## config.mk

```make
export PLATFORM = sky130hd
export DESIGN_NAME = idex_reg_flat
export DESIGN_NICKNAME = d
export VERILOG_FILES = /design/src/rtl/idex_reg_if.sv /design/src/rtl/idex_reg.sv /design/src/flat_wrapper.sv
export SDC_FILE = /design/constraint.sdc
export NUM_CORES = 1
export LEC_CHECK = 0
export BUFFER_PORTS_ARGS = -buffer_cell sky130_fd_sc_hd__buf_2
export CORE_MARGIN = 5
export CORE_UTILIZATION = 43
export DETAILED_ROUTE_END_ITERATION = 8
export PLACE_DENSITY_LB_ADDON = 0.12
export SLEW_MARGIN = 0
export SYNTH_ARGS = -nofsm -noshare
export SYNTH_HDL_FRONTEND = slang
export SYNTH_SLANG_ARGS = --single-unit
```

## constraint.sdc

```tcl
create_clock -name clk -period 2.1 [get_ports clk]
set_clock_uncertainty 0.15 [all_clocks]
set_input_delay 0.105 -clock clk [delete_from_list [all_inputs] [get_ports clk]]
set_output_delay 0.105 -clock clk [all_outputs]
set_load 0.005 [all_outputs]
```

## src/rtl/idex_reg_if.sv

```systemverilog
`default_nettype none
// ============================================================================
//  Module      : idex_reg_if
//  Description : Bus between the ID stage, the hazard unit, the WB stage and
//                the ID/EX pipeline register.
//                master : the decode / hazard / writeback side driving it
//                slave  : the ID/EX register itself
//  Revision    : 1.0  initial release
// ============================================================================
interface idex_reg_if #(
    parameter int DATA_WIDTH       = 32,
    parameter int REG_ADDR_WIDTH   = 5,
    parameter int ALU_OP_WIDTH     = 4,
    parameter int BUBBLE_CNT_WIDTH = 16
);
    // ID-side instruction fields
    logic                        id_valid;
    logic [DATA_WIDTH-1:0]       id_pc_plus4;
    logic [DATA_WIDTH-1:0]       id_imm_ext;
    logic [DATA_WIDTH-1:0]       id_rs_data;
    logic [DATA_WIDTH-1:0]       id_rt_data;
    logic [REG_ADDR_WIDTH-1:0]   id_rs_addr;
    logic [REG_ADDR_WIDTH-1:0]   id_rt_addr;
    logic [REG_ADDR_WIDTH-1:0]   id_rd_addr;
    logic [ALU_OP_WIDTH-1:0]     id_alu_op;
    logic [1:0]                  id_alu_src;
    logic [1:0]                  id_reg_dst;
    logic                        id_reg_write;
    logic                        id_mem_read;
    logic                        id_mem_write;
    logic                        id_mem_to_reg;

    // Hazard-unit controls
    logic                        stall;
    logic                        flush;

    // Writeback port used to refresh held operands
    logic                        wb_reg_write;
    logic [REG_ADDR_WIDTH-1:0]   wb_reg_addr;
    logic [DATA_WIDTH-1:0]       wb_data;

    // EX-side registered copies
    logic                        ex_valid;
    logic [DATA_WIDTH-1:0]       ex_pc_plus4;
    logic [DATA_WIDTH-1:0]       ex_imm_ext;
    logic [DATA_WIDTH-1:0]       ex_rs_data;
    logic [DATA_WIDTH-1:0]       ex_rt_data;
    logic [REG_ADDR_WIDTH-1:0]   ex_rs_addr;
    logic [REG_ADDR_WIDTH-1:0]   ex_rt_addr;
    logic [REG_ADDR_WIDTH-1:0]   ex_rd_addr;
    logic [ALU_OP_WIDTH-1:0]     ex_alu_op;
    logic [1:0]                  ex_alu_src;
    logic [1:0]                  ex_reg_dst;
    logic                        ex_reg_write;
    logic                        ex_mem_read;
    logic                        ex_mem_write;
    logic                        ex_mem_to_reg;

    // Performance monitor
    logic [BUBBLE_CNT_WIDTH-1:0] bubble_cnt;

    modport master (
        output id_valid, id_pc_plus4, id_imm_ext, id_rs_data, id_rt_data,
               id_rs_addr, id_rt_addr, id_rd_addr, id_alu_op, id_alu_src,
               id_reg_dst, id_reg_write, id_mem_read, id_mem_write,
               id_mem_to_reg, stall, flush, wb_reg_write, wb_reg_addr, wb_data,
        input  ex_valid, ex_pc_plus4, ex_imm_ext, ex_rs_data, ex_rt_data,
               ex_rs_addr, ex_rt_addr, ex_rd_addr, ex_alu_op, ex_alu_src,
               ex_reg_dst, ex_reg_write, ex_mem_read, ex_mem_write,
               ex_mem_to_reg, bubble_cnt
    );

    modport slave (
        input  id_valid, id_pc_plus4, id_imm_ext, id_rs_data, id_rt_data,
               id_rs_addr, id_rt_addr, id_rd_addr, id_alu_op, id_alu_src,
               id_reg_dst, id_reg_write, id_mem_read, id_mem_write,
               id_mem_to_reg, stall, flush, wb_reg_write, wb_reg_addr, wb_data,
        output ex_valid, ex_pc_plus4, ex_imm_ext, ex_rs_data, ex_rt_data,
               ex_rs_addr, ex_rt_addr, ex_rd_addr, ex_alu_op, ex_alu_src,
               ex_reg_dst, ex_reg_write, ex_mem_read, ex_mem_write,
               ex_mem_to_reg, bubble_cnt
    );
endinterface
`default_nettype wire

```

## src/rtl/idex_reg.sv

```systemverilog
`default_nettype none
// ============================================================================
//  Module      : idex_reg
//  Description : ID/EX pipeline register. Loads the decoded instruction each
//                cycle, holds it on stall (refreshing held operands from WB
//                writes), inserts an all-zero bubble on flush, and counts
//                bubble cycles with a saturating counter.
//  Revision    : 1.0  initial release
// ============================================================================
module idex_reg #(
    parameter int DATA_WIDTH       = 32,
    parameter int REG_ADDR_WIDTH   = 5,
    parameter int ALU_OP_WIDTH     = 4,
    parameter int BUBBLE_CNT_WIDTH = 16
) (
    input  wire logic   clk,
    input  wire logic   rst_n,
    idex_reg_if.slave   bus
);

    // ------------------------------------------------------------------
    // State
    // ------------------------------------------------------------------
    logic                        ex_valid_q,      ex_valid_d;
    logic [DATA_WIDTH-1:0]       ex_pc_plus4_q,   ex_pc_plus4_d;
    logic [DATA_WIDTH-1:0]       ex_imm_ext_q,    ex_imm_ext_d;
    logic [DATA_WIDTH-1:0]       ex_rs_data_q,    ex_rs_data_d;
    logic [DATA_WIDTH-1:0]       ex_rt_data_q,    ex_rt_data_d;
    logic [REG_ADDR_WIDTH-1:0]   ex_rs_addr_q,    ex_rs_addr_d;
    logic [REG_ADDR_WIDTH-1:0]   ex_rt_addr_q,    ex_rt_addr_d;
    logic [REG_ADDR_WIDTH-1:0]   ex_rd_addr_q,    ex_rd_addr_d;
    logic [ALU_OP_WIDTH-1:0]     ex_alu_op_q,     ex_alu_op_d;
    logic [1:0]                  ex_alu_src_q,    ex_alu_src_d;
    logic [1:0]                  ex_reg_dst_q,    ex_reg_dst_d;
    logic                        ex_reg_write_q,  ex_reg_write_d;
    logic                        ex_mem_read_q,   ex_mem_read_d;
    logic                        ex_mem_write_q,  ex_mem_write_d;
    logic                        ex_mem_to_reg_q, ex_mem_to_reg_d;
    logic [BUBBLE_CNT_WIDTH-1:0] bubble_cnt_q,    bubble_cnt_d;

    // ------------------------------------------------------------------
    // Operand refresh qualifiers: only a real held instruction is patched,
    // and register 0 is hard-wired so a write to it is never forwarded.
    // ------------------------------------------------------------------
    logic w_refresh_en;
    logic w_refresh_rs;
    logic w_refresh_rt;

    assign w_refresh_en = ex_valid_q && bus.wb_reg_write
                          && (bus.wb_reg_addr != '0);
    assign w_refresh_rs = w_refresh_en && (ex_rs_addr_q == bus.wb_reg_addr);
    assign w_refresh_rt = w_refresh_en && (ex_rt_addr_q == bus.wb_reg_addr);

    // Next-state selection: flush beats stall beats a normal load
    always_comb begin
        ex_valid_d      = ex_valid_q;
        ex_pc_plus4_d   = ex_pc_plus4_q;
        ex_imm_ext_d    = ex_imm_ext_q;
        ex_rs_data_d    = ex_rs_data_q;
        ex_rt_data_d    = ex_rt_data_q;
        ex_rs_addr_d    = ex_rs_addr_q;
        ex_rt_addr_d    = ex_rt_addr_q;
        ex_rd_addr_d    = ex_rd_addr_q;
        ex_alu_op_d     = ex_alu_op_q;
        ex_alu_src_d    = ex_alu_src_q;
        ex_reg_dst_d    = ex_reg_dst_q;
        ex_reg_write_d  = ex_reg_write_q;
        ex_mem_read_d   = ex_mem_read_q;
        ex_mem_write_d  = ex_mem_write_q;
        ex_mem_to_reg_d = ex_mem_to_reg_q;

        if (bus.flush) begin
            // Bubble is bit-identical to the reset state
            ex_valid_d      = 1'b0;
            ex_pc_plus4_d   = '0;
            ex_imm_ext_d    = '0;
            ex_rs_data_d    = '0;
            ex_rt_data_d    = '0;
            ex_rs_addr_d    = '0;
            ex_rt_addr_d    = '0;
            ex_rd_addr_d    = '0;
            ex_alu_op_d     = '0;
            ex_alu_src_d    = '0;
            ex_reg_dst_d    = '0;
            ex_reg_write_d  = 1'b0;
            ex_mem_read_d   = 1'b0;
            ex_mem_write_d  = 1'b0;
            ex_mem_to_reg_d = 1'b0;
        end else if (bus.stall) begin
            // Hold everything; only the operands can pick up a WB write
            if (w_refresh_rs) begin
                ex_rs_data_d = bus.wb_data;
            end
            if (w_refresh_rt) begin
                ex_rt_data_d = bus.wb_data;
            end
        end else begin
            // Control bits load unmasked; decode zeroes them for bubbles
            ex_valid_d      = bus.id_valid;
            ex_pc_plus4_d   = bus.id_pc_plus4;
            ex_imm_ext_d    = bus.id_imm_ext;
            ex_rs_data_d    = bus.id_rs_data;
            ex_rt_data_d    = bus.id_rt_data;
            ex_rs_addr_d    = bus.id_rs_addr;
            ex_rt_addr_d    = bus.id_rt_addr;
            ex_rd_addr_d    = bus.id_rd_addr;
            ex_alu_op_d     = bus.id_alu_op;
            ex_alu_src_d    = bus.id_alu_src;
            ex_reg_dst_d    = bus.id_reg_dst;
            ex_reg_write_d  = bus.id_reg_write;
            ex_mem_read_d   = bus.id_mem_read;
            ex_mem_write_d  = bus.id_mem_write;
            ex_mem_to_reg_d = bus.id_mem_to_reg;
        end
    end

    // Bubble counter looks at the post-edge valid, so it uses the _d value
    always_comb begin
        bubble_cnt_d = bubble_cnt_q;
        if (!ex_valid_d && !(&bubble_cnt_q)) begin
            bubble_cnt_d = bubble_cnt_q + BUBBLE_CNT_WIDTH'(1);
        end
    end

    // Pipeline register with asynchronous clear
    always_ff @(posedge clk or negedge rst_n) begin
        if (!rst_n) begin
            ex_valid_q      <= 1'b0;
            ex_pc_plus4_q   <= '0;
            ex_imm_ext_q    <= '0;
            ex_rs_data_q    <= '0;
            ex_rt_data_q    <= '0;
            ex_rs_addr_q    <= '0;
            ex_rt_addr_q    <= '0;
            ex_rd_addr_q    <= '0;
            ex_alu_op_q     <= '0;
            ex_alu_src_q    <= '0;
            ex_reg_dst_q    <= '0;
            ex_reg_write_q  <= 1'b0;
            ex_mem_read_q   <= 1'b0;
            ex_mem_write_q  <= 1'b0;
            ex_mem_to_reg_q <= 1'b0;
            bubble_cnt_q    <= '0;
        end else begin
            ex_valid_q      <= ex_valid_d;
            ex_pc_plus4_q   <= ex_pc_plus4_d;
            ex_imm_ext_q    <= ex_imm_ext_d;
            ex_rs_data_q    <= ex_rs_data_d;
            ex_rt_data_q    <= ex_rt_data_d;
            ex_rs_addr_q    <= ex_rs_addr_d;
            ex_rt_addr_q    <= ex_rt_addr_d;
            ex_rd_addr_q    <= ex_rd_addr_d;
            ex_alu_op_q     <= ex_alu_op_d;
            ex_alu_src_q    <= ex_alu_src_d;
            ex_reg_dst_q    <= ex_reg_dst_d;
            ex_reg_write_q  <= ex_reg_write_d;
            ex_mem_read_q   <= ex_mem_read_d;
            ex_mem_write_q  <= ex_mem_write_d;
            ex_mem_to_reg_q <= ex_mem_to_reg_d;
            bubble_cnt_q    <= bubble_cnt_d;
        end
    end

    // ------------------------------------------------------------------
    // Outputs
    // ------------------------------------------------------------------
    assign bus.ex_valid      = ex_valid_q;
    assign bus.ex_pc_plus4   = ex_pc_plus4_q;
    assign bus.ex_imm_ext    = ex_imm_ext_q;
    assign bus.ex_rs_data    = ex_rs_data_q;
    assign bus.ex_rt_data    = ex_rt_data_q;
    assign bus.ex_rs_addr    = ex_rs_addr_q;
    assign bus.ex_rt_addr    = ex_rt_addr_q;
    assign bus.ex_rd_addr    = ex_rd_addr_q;
    assign bus.ex_alu_op     = ex_alu_op_q;
    assign bus.ex_alu_src    = ex_alu_src_q;
    assign bus.ex_reg_dst    = ex_reg_dst_q;
    assign bus.ex_reg_write  = ex_reg_write_q;
    assign bus.ex_mem_read   = ex_mem_read_q;
    assign bus.ex_mem_write  = ex_mem_write_q;
    assign bus.ex_mem_to_reg = ex_mem_to_reg_q;
    assign bus.bubble_cnt    = bubble_cnt_q;

endmodule
`default_nettype wire

```

## src/flat_wrapper.sv

```systemverilog
// flat-port wrapper written by rule: the top's interface ports become plain ports
module idex_reg_flat 
#(
    parameter int DATA_WIDTH       = 32,
    parameter int REG_ADDR_WIDTH   = 5,
    parameter int ALU_OP_WIDTH     = 4,
    parameter int BUBBLE_CNT_WIDTH = 16
)
  (clk, rst_n, bus_id_valid, bus_id_pc_plus4, bus_id_imm_ext, bus_id_rs_data, bus_id_rt_data, bus_id_rs_addr, bus_id_rt_addr, bus_id_rd_addr, bus_id_alu_op, bus_id_alu_src, bus_id_reg_dst, bus_id_reg_write, bus_id_mem_read, bus_id_mem_write, bus_id_mem_to_reg, bus_stall, bus_flush, bus_wb_reg_write, bus_wb_reg_addr, bus_wb_data, bus_ex_valid, bus_ex_pc_plus4, bus_ex_imm_ext, bus_ex_rs_data, bus_ex_rt_data, bus_ex_rs_addr, bus_ex_rt_addr, bus_ex_rd_addr, bus_ex_alu_op, bus_ex_alu_src, bus_ex_reg_dst, bus_ex_reg_write, bus_ex_mem_read, bus_ex_mem_write, bus_ex_mem_to_reg, bus_bubble_cnt);
  idex_reg_if #(.DATA_WIDTH(DATA_WIDTH), .REG_ADDR_WIDTH(REG_ADDR_WIDTH), .ALU_OP_WIDTH(ALU_OP_WIDTH), .BUBBLE_CNT_WIDTH(BUBBLE_CNT_WIDTH)) bus_i ();
  input  wire logic clk;
  input  wire logic rst_n;
  input wire logic [$bits(bus_i.id_valid)-1:0] bus_id_valid;
  input wire logic [$bits(bus_i.id_pc_plus4)-1:0] bus_id_pc_plus4;
  input wire logic [$bits(bus_i.id_imm_ext)-1:0] bus_id_imm_ext;
  input wire logic [$bits(bus_i.id_rs_data)-1:0] bus_id_rs_data;
  input wire logic [$bits(bus_i.id_rt_data)-1:0] bus_id_rt_data;
  input wire logic [$bits(bus_i.id_rs_addr)-1:0] bus_id_rs_addr;
  input wire logic [$bits(bus_i.id_rt_addr)-1:0] bus_id_rt_addr;
  input wire logic [$bits(bus_i.id_rd_addr)-1:0] bus_id_rd_addr;
  input wire logic [$bits(bus_i.id_alu_op)-1:0] bus_id_alu_op;
  input wire logic [$bits(bus_i.id_alu_src)-1:0] bus_id_alu_src;
  input wire logic [$bits(bus_i.id_reg_dst)-1:0] bus_id_reg_dst;
  input wire logic [$bits(bus_i.id_reg_write)-1:0] bus_id_reg_write;
  input wire logic [$bits(bus_i.id_mem_read)-1:0] bus_id_mem_read;
  input wire logic [$bits(bus_i.id_mem_write)-1:0] bus_id_mem_write;
  input wire logic [$bits(bus_i.id_mem_to_reg)-1:0] bus_id_mem_to_reg;
  input wire logic [$bits(bus_i.stall)-1:0] bus_stall;
  input wire logic [$bits(bus_i.flush)-1:0] bus_flush;
  input wire logic [$bits(bus_i.wb_reg_write)-1:0] bus_wb_reg_write;
  input wire logic [$bits(bus_i.wb_reg_addr)-1:0] bus_wb_reg_addr;
  input wire logic [$bits(bus_i.wb_data)-1:0] bus_wb_data;
  output wire logic [$bits(bus_i.ex_valid)-1:0] bus_ex_valid;
  output wire logic [$bits(bus_i.ex_pc_plus4)-1:0] bus_ex_pc_plus4;
  output wire logic [$bits(bus_i.ex_imm_ext)-1:0] bus_ex_imm_ext;
  output wire logic [$bits(bus_i.ex_rs_data)-1:0] bus_ex_rs_data;
  output wire logic [$bits(bus_i.ex_rt_data)-1:0] bus_ex_rt_data;
  output wire logic [$bits(bus_i.ex_rs_addr)-1:0] bus_ex_rs_addr;
  output wire logic [$bits(bus_i.ex_rt_addr)-1:0] bus_ex_rt_addr;
  output wire logic [$bits(bus_i.ex_rd_addr)-1:0] bus_ex_rd_addr;
  output wire logic [$bits(bus_i.ex_alu_op)-1:0] bus_ex_alu_op;
  output wire logic [$bits(bus_i.ex_alu_src)-1:0] bus_ex_alu_src;
  output wire logic [$bits(bus_i.ex_reg_dst)-1:0] bus_ex_reg_dst;
  output wire logic [$bits(bus_i.ex_reg_write)-1:0] bus_ex_reg_write;
  output wire logic [$bits(bus_i.ex_mem_read)-1:0] bus_ex_mem_read;
  output wire logic [$bits(bus_i.ex_mem_write)-1:0] bus_ex_mem_write;
  output wire logic [$bits(bus_i.ex_mem_to_reg)-1:0] bus_ex_mem_to_reg;
  output wire logic [$bits(bus_i.bubble_cnt)-1:0] bus_bubble_cnt;
  assign bus_i.id_valid = bus_id_valid;
  assign bus_i.id_pc_plus4 = bus_id_pc_plus4;
  assign bus_i.id_imm_ext = bus_id_imm_ext;
  assign bus_i.id_rs_data = bus_id_rs_data;
  assign bus_i.id_rt_data = bus_id_rt_data;
  assign bus_i.id_rs_addr = bus_id_rs_addr;
  assign bus_i.id_rt_addr = bus_id_rt_addr;
  assign bus_i.id_rd_addr = bus_id_rd_addr;
  assign bus_i.id_alu_op = bus_id_alu_op;
  assign bus_i.id_alu_src = bus_id_alu_src;
  assign bus_i.id_reg_dst = bus_id_reg_dst;
  assign bus_i.id_reg_write = bus_id_reg_write;
  assign bus_i.id_mem_read = bus_id_mem_read;
  assign bus_i.id_mem_write = bus_id_mem_write;
  assign bus_i.id_mem_to_reg = bus_id_mem_to_reg;
  assign bus_i.stall = bus_stall;
  assign bus_i.flush = bus_flush;
  assign bus_i.wb_reg_write = bus_wb_reg_write;
  assign bus_i.wb_reg_addr = bus_wb_reg_addr;
  assign bus_i.wb_data = bus_wb_data;
  assign bus_ex_valid = bus_i.ex_valid;
  assign bus_ex_pc_plus4 = bus_i.ex_pc_plus4;
  assign bus_ex_imm_ext = bus_i.ex_imm_ext;
  assign bus_ex_rs_data = bus_i.ex_rs_data;
  assign bus_ex_rt_data = bus_i.ex_rt_data;
  assign bus_ex_rs_addr = bus_i.ex_rs_addr;
  assign bus_ex_rt_addr = bus_i.ex_rt_addr;
  assign bus_ex_rd_addr = bus_i.ex_rd_addr;
  assign bus_ex_alu_op = bus_i.ex_alu_op;
  assign bus_ex_alu_src = bus_i.ex_alu_src;
  assign bus_ex_reg_dst = bus_i.ex_reg_dst;
  assign bus_ex_reg_write = bus_i.ex_reg_write;
  assign bus_ex_mem_read = bus_i.ex_mem_read;
  assign bus_ex_mem_write = bus_i.ex_mem_write;
  assign bus_ex_mem_to_reg = bus_i.ex_mem_to_reg;
  assign bus_bubble_cnt = bus_i.bubble_cnt;
  idex_reg #(.DATA_WIDTH(DATA_WIDTH), .REG_ADDR_WIDTH(REG_ADDR_WIDTH), .ALU_OP_WIDTH(ALU_OP_WIDTH), .BUBBLE_CNT_WIDTH(BUBBLE_CNT_WIDTH)) u_core (.clk(clk), .rst_n(rst_n), .bus(bus_i));
endmodule
```

==> results of run 1 <==
cell type report:
cell class	count	area [um2]	share of cell area, %
timing repair buffer	643	4630	34.6
sequential	172	4300	32.1
multi-input combinational	480	3580	26.7
clock buffer	19	443	3.31
tap	234	293	2.19
clock inverter	13	126	0.944
inverter	4	15.0	0.112
power by group:
group | switching (mW) | internal (mW)
Sequential | 0.224 | 3.58
Clock | 1.46 | 1.60
Combinational | 0.904 | 1.06
Total | 2.59 | 6.25
per-layer routing:
layer / global-route usage, % / share of wire [%] / wire, um
met3: 6.62 / 7.1 / 2140
met4: 11.2 / 3.7 / 1110
met5: 0 / 0 / 0
met1: 33.7 / 39 / 11800
met2: 46.7 / 50 / 15000
worst max path at each step:
stage                     cells past startpoint  slack, ns                                 start                                     to
after floorplan                               5       0.14                    bus_wb_reg_addr[0]   u_core.bus.ex_rs_data[0]$_DFFE_PN0P_
after global placement                        6      -0.02                    bus_wb_reg_addr[0]  u_core.bus.ex_rs_data[29]$_DFFE_PN0P_
after detailed placement                      6      -0.03                    bus_wb_reg_addr[0]   u_core.bus.ex_rs_data[0]$_DFFE_PN0P_
after CTS                                     5       0.12  u_core.bus.ex_rs_addr[2]$_DFFE_PN0P_  u_core.bus.ex_rs_data[21]$_DFFE_PN0P_
after global routing                          5       0.06  u_core.bus.bubble_cnt[0]$_DFFE_PN0P_   u_core.bus.bubble_cnt[1]$_DFFE_PN0P_
final                                         5       0.15  u_core.bus.ex_rs_addr[2]$_DFFE_PN0P_  u_core.bus.ex_rs_data[21]$_DFFE_PN0P_
cells in the mapped netlist (all sizes together) (2+ instances only):
master	instances	area [um2]
dfrtp	172	4300
nor2	161	604
mux2i	124	1240
clkbuf	45	169
mux2	33	484
o31ai	32	240
a211oi	20	150
a41oi	20	175
xor2	18	158
buf	17	87.6
nand4	15	93.8
a311oi	12	105
nor3	9	45.0
xnor2	6	52.6
inv	4	15.0
nand3	4	20.0
and3	3	18.8
nand2	3	11.3
nor4	3	18.8
o211ai	2	15.0
o21ai	2	10.0
logic make-up after synthesis:
family	after synthesis	share of synthesized area (%)
AND/OR/NAND/NOR	205	10.6
flip-flops	172	52.8
multiplexers	157	21.2
AO/OA/AOI/OAI	93	9.28
buffers and inverters	66	3.33
XOR/XNOR	24	2.58
adder cells (fa/ha/maj)	1	0.154
through the flow:
step | std cells | util, %
after detailed placement | 1291 | 55.6
after global placement | 1291 | 55.6
after CTS | 1565 | 71.6
after global routing | 1565 | 71.6
final | 1565 | 71.6
after floorplan | 718 | -
worst max-delay path, stage by stage, from the launching register on:
cell	delay, ns
dfrtp_1	0.41
xor2_1	0.15
nor3_1	0.27
a311o_4	0.27
buf_4	0.22
mux2_2	0.36
repair_timing:
| item | CTS | global route |
|---|---|---|
| hold buffers | 242 | 0 |
| setup endpoints to repair | 0 | 3 |
| setup buffers | 0 | 0 |
| resized for setup | 0 | 1 |
| hold endpoints to repair | 327 | 0 |
==> summary.txt, run 1 <==
Clock network
  • Root buf cell: clkbuf_16
  • Clock transition at path regs: 0.07 ns
  • Htree depth: 4
  • Worst skew pair latency: 0.42 ns
  • Clk sink count: 172
  • CTS Buf Count: 17
  • Max clock buf depth: 2
  • CTS tree: done

Finish
  • Most frequent cells in the layout: buf_2, dlygate4sd3_1, dfrtp_1, nor2_1, mux2i_1
  • Number of fill cells in the layout: 1,364
  • Most common cell after layout, fill and taps aside: buf_2
  • Final Instance Area: 13,400 um2
  • Layout cells sized above 1: 35.4%
  • Nets: 1,517
  • Layout area overhead: 64.4%
  • Ant. Diodes: 0

Detailed routing
  • DRT iter0 DRCs: 492
  • Vias: 8,172
  • Total wire length: 30,000 um
  • Antenna-violating nets left: 0
  • Pre-antenna DRT Iters: 5
  • Drt drc: 0
  • Post-DR wirelength/cell: 19.2 um
  • DR vias/cell: 5.22

Die
  • Core Region: 18,700 um2
  • Num ports: 370
  • Die height: 148 um
  • Num rows: 50
  • Die area: 21,800 um2
  • Chip Width: 148 um
  • Initial Util: 43.5%

STA
  • Period utilization: 93.0%
  • Final setup viols: 0
  • Slew at the pin closest to its max-slew limit: 0.534 ns
  • Fmax: 0.512 GHz
  • Min cycle time layout: 1.95 ns
  • Hold Violations, Final: 0
  • Hold WS: 0.0428 ns
  • Max transition margin: 64.4%
  • Setup TNS: 0 ns
  • Max Slew Vio Count: 0
  • Setup WS post-layout: 0.147 ns
  • RSZ-0062 raised after global routing: no

Pwr
  • PnR Total Power: 8.84 mW
  • Worst vdd ir: 0.527 mV
  • Leak: 7.02 nW
  • Power Dens Cells: 660 nW/um2

Job
  • Max_cap viols: 0

Yosys
  • Mapped Cells: 718
  • Yosys Warn Count: 0
  • EDFF count, synth: 0
  • Ys async rst share: 100%
  • Synth unique cells: 37
  • Most used DFF post-synth: dfrtp_1
  • Register area share after synthesis: 52.8%
  • Avg Cell Area, Syn: 11.3 um2
  • Post-synth net total: 917
  • Yosys reg bits: 172
  • Mapped cell area: 8140 um2

GRT
  • First-pass GRT wire length: 47,900 um
  • Total congestion overflow: 0
  • Initial antenna violation count: 0
  • Vias in the first global route: 8,860
  • GRT Total Usage: 27.5%
  • Largest net degree at the start of global routing: 60

Setup path
  • Critical path fanouts, max: 9
  • WP data required: 2.26 ns
  • Worst Reg2Reg Path Length in Cells: 5
  • Nature of the critical path endpoint: flip-flop
  • RR Startpoint: u_core.bus.ex_rs_addr[2]$_DFFE_PN0P_
  • CP Launch Type: flip-flop
  • Worst R2R Setup Slack: 0.15 ns
  • Crit Reg-Reg Endpoint: u_core.bus.ex_rs_data[21]$_DFFE_PN0P_
  • Arrival time worst endpoint: 2.11 ns
  • Crit path kind: flip-flop to flip-flop

Status
  • Status: completed

Hold path
  • HP Start: bus_id_valid
  • Hold Path Sink: u_core.bus.ex_valid$_DFF_PN0_
  • Worst hold path depth: 3
  • Hold Path Class: primary input to flip-flop

Place
  • IO Port Bufs: 369
  • Placement Cell Area: 10,400 um2
  • Final HPWL DP: 19,500 um
  • Global placement routability congestion: 0.835
  • DP Worst Slack: -0.0297 ns
No activity file was read; power rests on OpenSTA's default activity.
==> run 2, diff against run 1 <==
Settings changed: CORE_AREA set to 5 5 141 143, CORE_MARGIN 5 to unset, CORE_UTILIZATION 43 to unset, DIE_AREA set to 0 0 146 148.
Clock period 2.1 ns to 2.5 ns, I/O delays scaled along.
==> run 2 against run 1 <==
Effect of this change: cell area fell by 2.9%; via count fell by 3.1%; total power fell by 14%; cell count fell by 2.6%; wire length fell by 2.7%; largest cell class is now flip-flops and latches; clock power fell by 9.4%; combinational power fell by 19%; sequential cell count did not move; fmax fell by 17%; count of clock-buffer cells in the layout fell by 1; register-to-register slack barely moved.
==> summary.txt, run 2 (same netlist as run 1, synthesis figures left out) <==
Finish
  • Most common cell after layout, fill and taps aside: buf_2
  • Final cell count without fillers: 1,524 (-2.6%)
  • Layout cells sized above 1: 35.4% (+0.039 points)
  • Ant. Diodes: 0 (unchanged)
  • Most frequent cells in the layout: buf_2, dlygate4sd3_1, dfrtp_1, nor2_1, mux2i_1
  • Nets: 1,476 (-2.7%)
  • Layout area overhead: 59.6%

Clock network
  • Htree depth: 4 (unchanged)
  • CTS tree: done
  • Root buf cell: clkbuf_16
  • Clk sink count: 172 (unchanged)
  • Clock transition at path regs: 0.07 ns (about the same)
  • Post-CTS setup buffer count: 0 (unchanged)
  • Max clock buf depth: 2 (unchanged)
  • CTS Buf Count: 17 (unchanged)
  • Worst skew pair latency: 0.42 ns (about the same)

Place
  • Global placement routability congestion: 0.819 (-1.9%)
  • IO Port Bufs: 369 (unchanged)
  • DP Worst Slack: 0.209 ns (+0.238 ns)
  • Placed instance count: 1,278 (-1.0%)
  • Final HPWL DP: 18,700 um (-4.1%)

Detailed routing
  • Antenna-violating nets left: 0 (unchanged)
  • Pre-antenna DRT Iters: 4 (-1)
  • Post-DR wirelength/cell: 19.2 um (about the same)
  • DRT iter0 DRCs: 498 (+1.2%)
  • Drt drc: 0 (unchanged)
  • Vias: 7,920 (-3.1%)
  • DR vias/cell: 5.20 (-0.48%)
  • Total wire length: 29,200 um (-2.7%)

GRT
  • GRT met2 Usage: 45.4% (-1.2 points)
  • First-pass GRT wire length: 46,800 um (-2.4%)
  • Met3 GRT Util: 7.08% (+0.46 points)
  • Initial antenna violation count: 0 (unchanged)
  • M1 GR Usage: 32.3% (-1.4 points)
  • Total congestion overflow: 0 (unchanged)
  • Largest net degree at the start of global routing: 81 (+35%)
  • GRT Total Usage: 26.9% (-0.60 points)
  • Layer with the highest usage: met2
  • Vias in the first global route: 8,496 (-4.1%)

STA
  • Setup WS post-layout: 0.138 ns (-0.00862 ns)
  • Period utilization: 94.5% (+1.5 points)
  • RSZ-0062 raised after global routing: no
  • Min cycle time layout: 2.36 ns (+0.409 ns)
  • Final setup viols: 0 (unchanged)
  • Fmax: 0.423 GHz (-17%)
  • Hold Violations, Final: 0 (unchanged)
  • Max transition margin: 47.9% (-16 points)
  • Max Slew Vio Count: 0 (unchanged)
  • Setup TNS: 0 ns (unchanged)
  • Slew at the pin closest to its max-slew limit: 0.781 ns (+0.247 ns)

Setup path
  • WP data required: 2.65 ns (+0.39 ns)
  • CP Launch Type: flip-flop
  • Critical path fanouts, max: 32 (+23)
  • Nature of the critical path endpoint: flip-flop
  • Crit path kind: flip-flop to flip-flop
  • Arrival time worst endpoint: 2.51 ns (+0.40 ns)

Hold path
  • Hold Path Class: primary input to flip-flop

Job
  • Max_cap viols: 0 (unchanged)

Die
  • Num rows: 50 (unchanged)
  • Initial Util: 44.1% (+0.59 points)
  • Num ports: 370 (unchanged)
  • Die area: 21,600 um2 (-0.84%)
  • Core Region: 18,500 um2 (-1.3%)
  • Die height: 148 um (+0.26%)
  • Chip Width: 146 um (-1.1%)

Pwr
  • Combinational share of power: 20.9% (-1.3 points)
  • Sequential power share: 42.3% (-0.8 points)
  • Worst vdd ir: 0.451 mV (-15%)
  • Switch Pwr: 2.11 mW (-19%)
  • Sw Share: 27.9% (-1.4 points)
  • Clock power share: 36.8% (+2.1 points)
  • Power Dens Cells: 582 nW/um2 (-12%)
  • P_int: 5.45 mW (-13%)
  • Leak: 6.85 nW (-2.4%)

Status
  • Status: completed
## run 2: cell types whose count changed in the layout (fill, tap and decap cells not counted), moves of 2 or more
cell and change:
buf_12 -4, clkinv_2 +2, bufinv_16 +3, inv_6 -2, buf_4 -10, dlygate4sd3_1 -28
## run 2: power groups by stage
stage	clock network, mW	registers, mW	logic (mW)
3_3_place_gp	0	3.24	1.26
4_1_cts	2.83	3.19	1.57
3_5_place_dp	0	3.24	1.28
2_1_floorplan	0	3.24	0.618
5_1_grt	2.95	3.22	1.73
6_report	2.78	3.20	1.58
## run 2: cell type report
type | count | area (um2)
well taps | 234 | 293
clock buffers | 18 | 429
multi-input cells | 480 | 3570
clock inverters | 14 | 183
fillers | 1335 | 5460
flip-flops and latches | 172 | 4300
repair buffers | 602 | 4200
inverters | 4 | 15.0
## run 2: path summary, 6_finish.rpt
check / endpoint / from / slack, ns / cells past startpoint
min reg2reg: u_core.bus.bubble_cnt[15]$_DFFE_PN0P_ / u_core.bus.bubble_cnt[15]$_DFFE_PN0P_ / 0.35 / 1
max in group asynchronous: u_core.bus.ex_rs_data[18]$_DFFE_PN0P_ / rst_n / 1.41 / 3
max: u_core.bus.ex_rt_data[2]$_DFFE_PN0P_ / u_core.bus.ex_rt_addr[3]$_DFFE_PN0P_ / 0.14 / 5
min: u_core.bus.ex_rs_data[29]$_DFFE_PN0P_ / bus_wb_data[29] / 0.02 / 4
max reg2reg: u_core.bus.ex_rt_data[2]$_DFFE_PN0P_ / u_core.bus.ex_rt_addr[3]$_DFFE_PN0P_ / 0.14 / 5
min in group asynchronous: u_core.bus.ex_pc_plus4[28]$_DFFE_PN0P_ / rst_n / 0.08 / 2
## run 2: layer usage
| metal | up-vias | part of all wire [%] | routed length, um |
|---|---|---|---|
| met5 | - | 0 | 0 |
| li1 | 3684 | - | - |
| met4 | 0 | 3.9 | 1140 |
| met2 | 372 | 50 | 14700 |
| met3 | 70 | 7.6 | 2220 |
| met1 | 3794 | 38 | 11200 |
## run 2: timing repair
item                                   in CTS  in global routing
endpoints found under the hold margin     322                  0
setup endpoints to repair                   0                 27
hold buffers                              214                  0
resized for setup                           0                  2
## run 2: critical path, stage by stage (launching register included)
cell           delay, ns
dfrtp_1             0.43
xor2_1              0.18
or2_4               0.41
o31ai_1             0.32
a311oi_1            0.14
dlygate4sd3_1       0.60
## run 2: metrics by stage
step | cell area [um2] | utilization (%) | hold WS [ns] | power [mW]
after floorplan | 8140 | - | -0.321 | 3.86
after global placement | 10200 | 55.5 | -0.0304 | 4.50
after detailed placement | 10200 | 55.5 | -0.0321 | 4.52
after CTS | 13000 | 70.4 | 0.00148 | 7.59
after global routing | 13000 | 70.4 | 0.00920 | 7.91
final | 13000 | 70.4 | 0.0168 | 7.56
==> run 3, diff against run 2 <==
Settings changed: CORE_AREA 5 5 141 143 to 5 5 142 144, DIE_AREA 0 0 146 148 to 0 0 147 149.
==> run 3 against run 2 <==
Effect of this change: total power increased by 0.67%; sequential power about the same; cell count grew 0.33%; die area up 1.4%; count of clock-buffer cells in the layout rose by 3; combinational power about the same; core utilization down 0.14 points; via count rose by 1.3%; fmax shrank 0.35%.
==> summary.txt, run 3 (same netlist as run 1, synthesis figures left out) <==
GRT
  • First-pass GRT wire length: 46,200 um (-1.2%)
  • Total congestion overflow: 0 (unchanged)
  • Initial antenna violation count: 0 (unchanged)
  • GRT Total Usage: 26.5% (-0.37 points)
  • Largest net degree at the start of global routing: 86 (+6.2%)
  • Vias in the first global route: 8,419 (-0.91%)

Finish
  • Ant. Diodes: 0 (unchanged)
  • Nets: 1,481 (+0.34%)
  • Multi-input logic area: 3570 um2 (unchanged)
  • Number of fill cells in the layout: 1,375 (+3.0%)
  • Register area: 4300 um2 (unchanged)
  • Layout area overhead: 60.4%
  • Layout cells sized above 1: 35.1% (-0.37 points)
  • Final Util: 70.3% (-0.14 points)
  • Most common cell after layout, fill and taps aside: buf_2
  • Most frequent cells in the layout: buf_2, dlygate4sd3_1, dfrtp_1, nor2_1, mux2i_1

Detailed routing
  • Total wire length: 29,700 um (+1.6%)
  • DRT iter0 DRCs: 453 (-9.0%)
  • Post-DR wirelength/cell: 19.4 um (+1.2%)
  • DR vias/cell: 5.25 (+0.96%)
  • Pre-antenna DRT Iters: 5 (+1)
  • Antenna-violating nets left: 0 (unchanged)
  • Drt drc: 0 (unchanged)
  • Vias: 8,022 (+1.3%)

Pwr
  • PnR Total Power: 7.61 mW (+0.67%)
  • Leak: 6.85 nW (about the same)
  • Worst vdd ir: 0.491 mV (+8.9%)
  • Power Dens Cells: 583 nW/um2 (+0.20%)

Status
  • Status: completed

Hold path
  • HP Start: bus_wb_data[28]
  • Hold Path Class: primary input to flip-flop

STA
  • Min cycle time layout: 2.37 ns (+0.00834 ns)
  • Final setup viols: 0 (unchanged)
  • Fmax: 0.422 GHz (-0.35%)
  • RSZ-0062 raised after global routing: no
  • Period utilization: 94.8% (+0.33 points)
  • Max transition margin: 46.1% (-1.8 points)
  • Setup TNS: 0 ns (unchanged)
  • Max Slew Vio Count: 0 (unchanged)
  • Slew at the pin closest to its max-slew limit: 0.808 ns (+0.0272 ns)
  • Hold Violations, Final: 0 (unchanged)

Clock network
  • Max clock buf depth: 2 (unchanged)
  • Clk sink count: 172 (unchanged)
  • Post-CTS setup buffer count: 0 (unchanged)
  • Worst skew pair latency: 0.42 ns (about the same)
  • Root buf cell: clkbuf_16
  • Clock transition at path regs: 0.07 ns (about the same)
  • Htree depth: 4 (unchanged)
  • CTS Buf Count: 17 (unchanged)
  • CTS tree: done

Setup path
  • Critical path fanouts, max: 32 (unchanged)
  • Crit path max-delay family: buffers and inverters
  • Nature of the critical path endpoint: flip-flop
  • Worst path max stage delay: 0.60 ns (about the same)
  • Crit path kind: flip-flop to flip-flop
  • CP Launch Type: flip-flop
  • WP data required: 2.71 ns (+0.06 ns)
  • Worst-path cell chain: xnor2_1 -> and3_1 -> buf_6 -> a41oi_1 -> a211oi_1 -> dlygate4sd3_1
  • Slowest cell on crit path: dlygate4sd3_1
  • Critical path buffers and inverters: 2 (+1)
  • Critical path origin: u_core.bus.ex_rt_addr[4]$_DFFE_PN0P_
  • Arrival time worst endpoint: 2.58 ns (+0.07 ns)
  • RR Startpoint: u_core.bus.ex_rt_addr[4]$_DFFE_PN0P_

Job
  • Max_cap viols: 0 (unchanged)

Die
  • Core Region: 18,600 um2 (+0.68%)
  • Num rows: 50 (unchanged)
  • Die area: 21,900 um2 (+1.4%)
  • Chip Width: 147 um (+0.68%)
  • Die height: 149 um (+0.68%)
  • Initial Util: 43.8% (-0.30 points)
  • Num ports: 370 (unchanged)

Place
  • Global placement routability congestion: 0.812 (-0.78%)
  • Final HPWL DP: 19,000 um (+1.6%)
  • IO Port Bufs: 369 (unchanged)
-- run 3: changes by cell type in the layout (fill, tap and decap cells not counted), sizes merged --
| cell | previous run | this run |
|---|---|---|
| dlygate4sd3 | 214 | 222 |
| buf | 387 | 384 |
| clkbuf | 19 | 22 |
| clkinv | 5 | 3 |
| inv | 9 | 7 |
| clkinvlp | 1 | 2 |
-- run 3: what timing repair did --
item                                   4_1_cts  5_1_grt
setup endpoints to repair                    0       23
hold buffers                               222        0
endpoints found under the hold margin      328        0
resized for setup                            0        2
-- run 3: metrics by stage --
step           setup WS, ns  instance area [um2]  instances  hold WS, ns
3_3_place_gp          0.224                10200       1275       -0.181
2_1_floorplan         0.371                 8140        718       -0.321
6_report              0.130                13100       1529       0.0137
5_1_grt             0.00655                13100       1529       0.0234
4_1_cts              0.0130                13100       1529      0.00552
3_5_place_dp          0.184                10200       1275       -0.180
-- run 3: metal layers --
layer / track usage [%] / share of wire [%] / wire [um]
met5: 0 / 0 / 0
met4: 10.4 / 3.4 / 997
met3: 7.29 / 8.2 / 2440
met2: 44.7 / 49 / 14700
met1: 32.5 / 39 / 11500
-- run 3: cell type report --
| class | count | share of cell area [%] |
|---|---|---|
| multi-input combinational | 480 | 27.4 |
| clock inverter | 11 | 1.21 |
| inverter | 4 | 0.115 |
| sequential | 172 | 33.0 |
| clock buffer | 21 | 3.60 |
| tap | 234 | 2.24 |
| timing repair buffer | 607 | 32.5 |
-- run 3: tightest hold or removal path: stages --
cell	delay [ns]
buf_2	0.13
a41oi_1	0.20
a211oi_1	0.10
-- run 3: report_power, final --
| part | switching, mW | internal, mW | leakage, nW | total, mW |
|---|---|---|---|---|
| Sequential | 0.182 | 3.01 | 2.24 | 3.19 |
| Clock | 1.15 | 1.67 | 0.301 | 2.82 |
| Combinational | 0.747 | 0.850 | 4.31 | 1.60 |
| Total | 2.08 | 5.53 | 6.85 | 7.61 |
-- run 3: final timing paths --
path	depth (start not counted)	to	slack [ns]
worst min-delay path	3	u_core.bus.ex_rt_data[28]$_DFFE_PN0P_	0.01
max in group asynchronous	3	u_core.bus.ex_pc_plus4[30]$_DFFE_PN0P_	1.06
min in group asynchronous	3	u_core.bus.ex_rs_data[27]$_DFFE_PN0P_	0.15
worst max register to register	6	u_core.bus.ex_rt_data[6]$_DFFE_PN0P_	0.13
worst min register to register	1	u_core.bus.bubble_cnt[11]$_DFFE_PN0P_	0.35
worst max-delay path	6	u_core.bus.ex_rt_data[6]$_DFFE_PN0P_	0.13
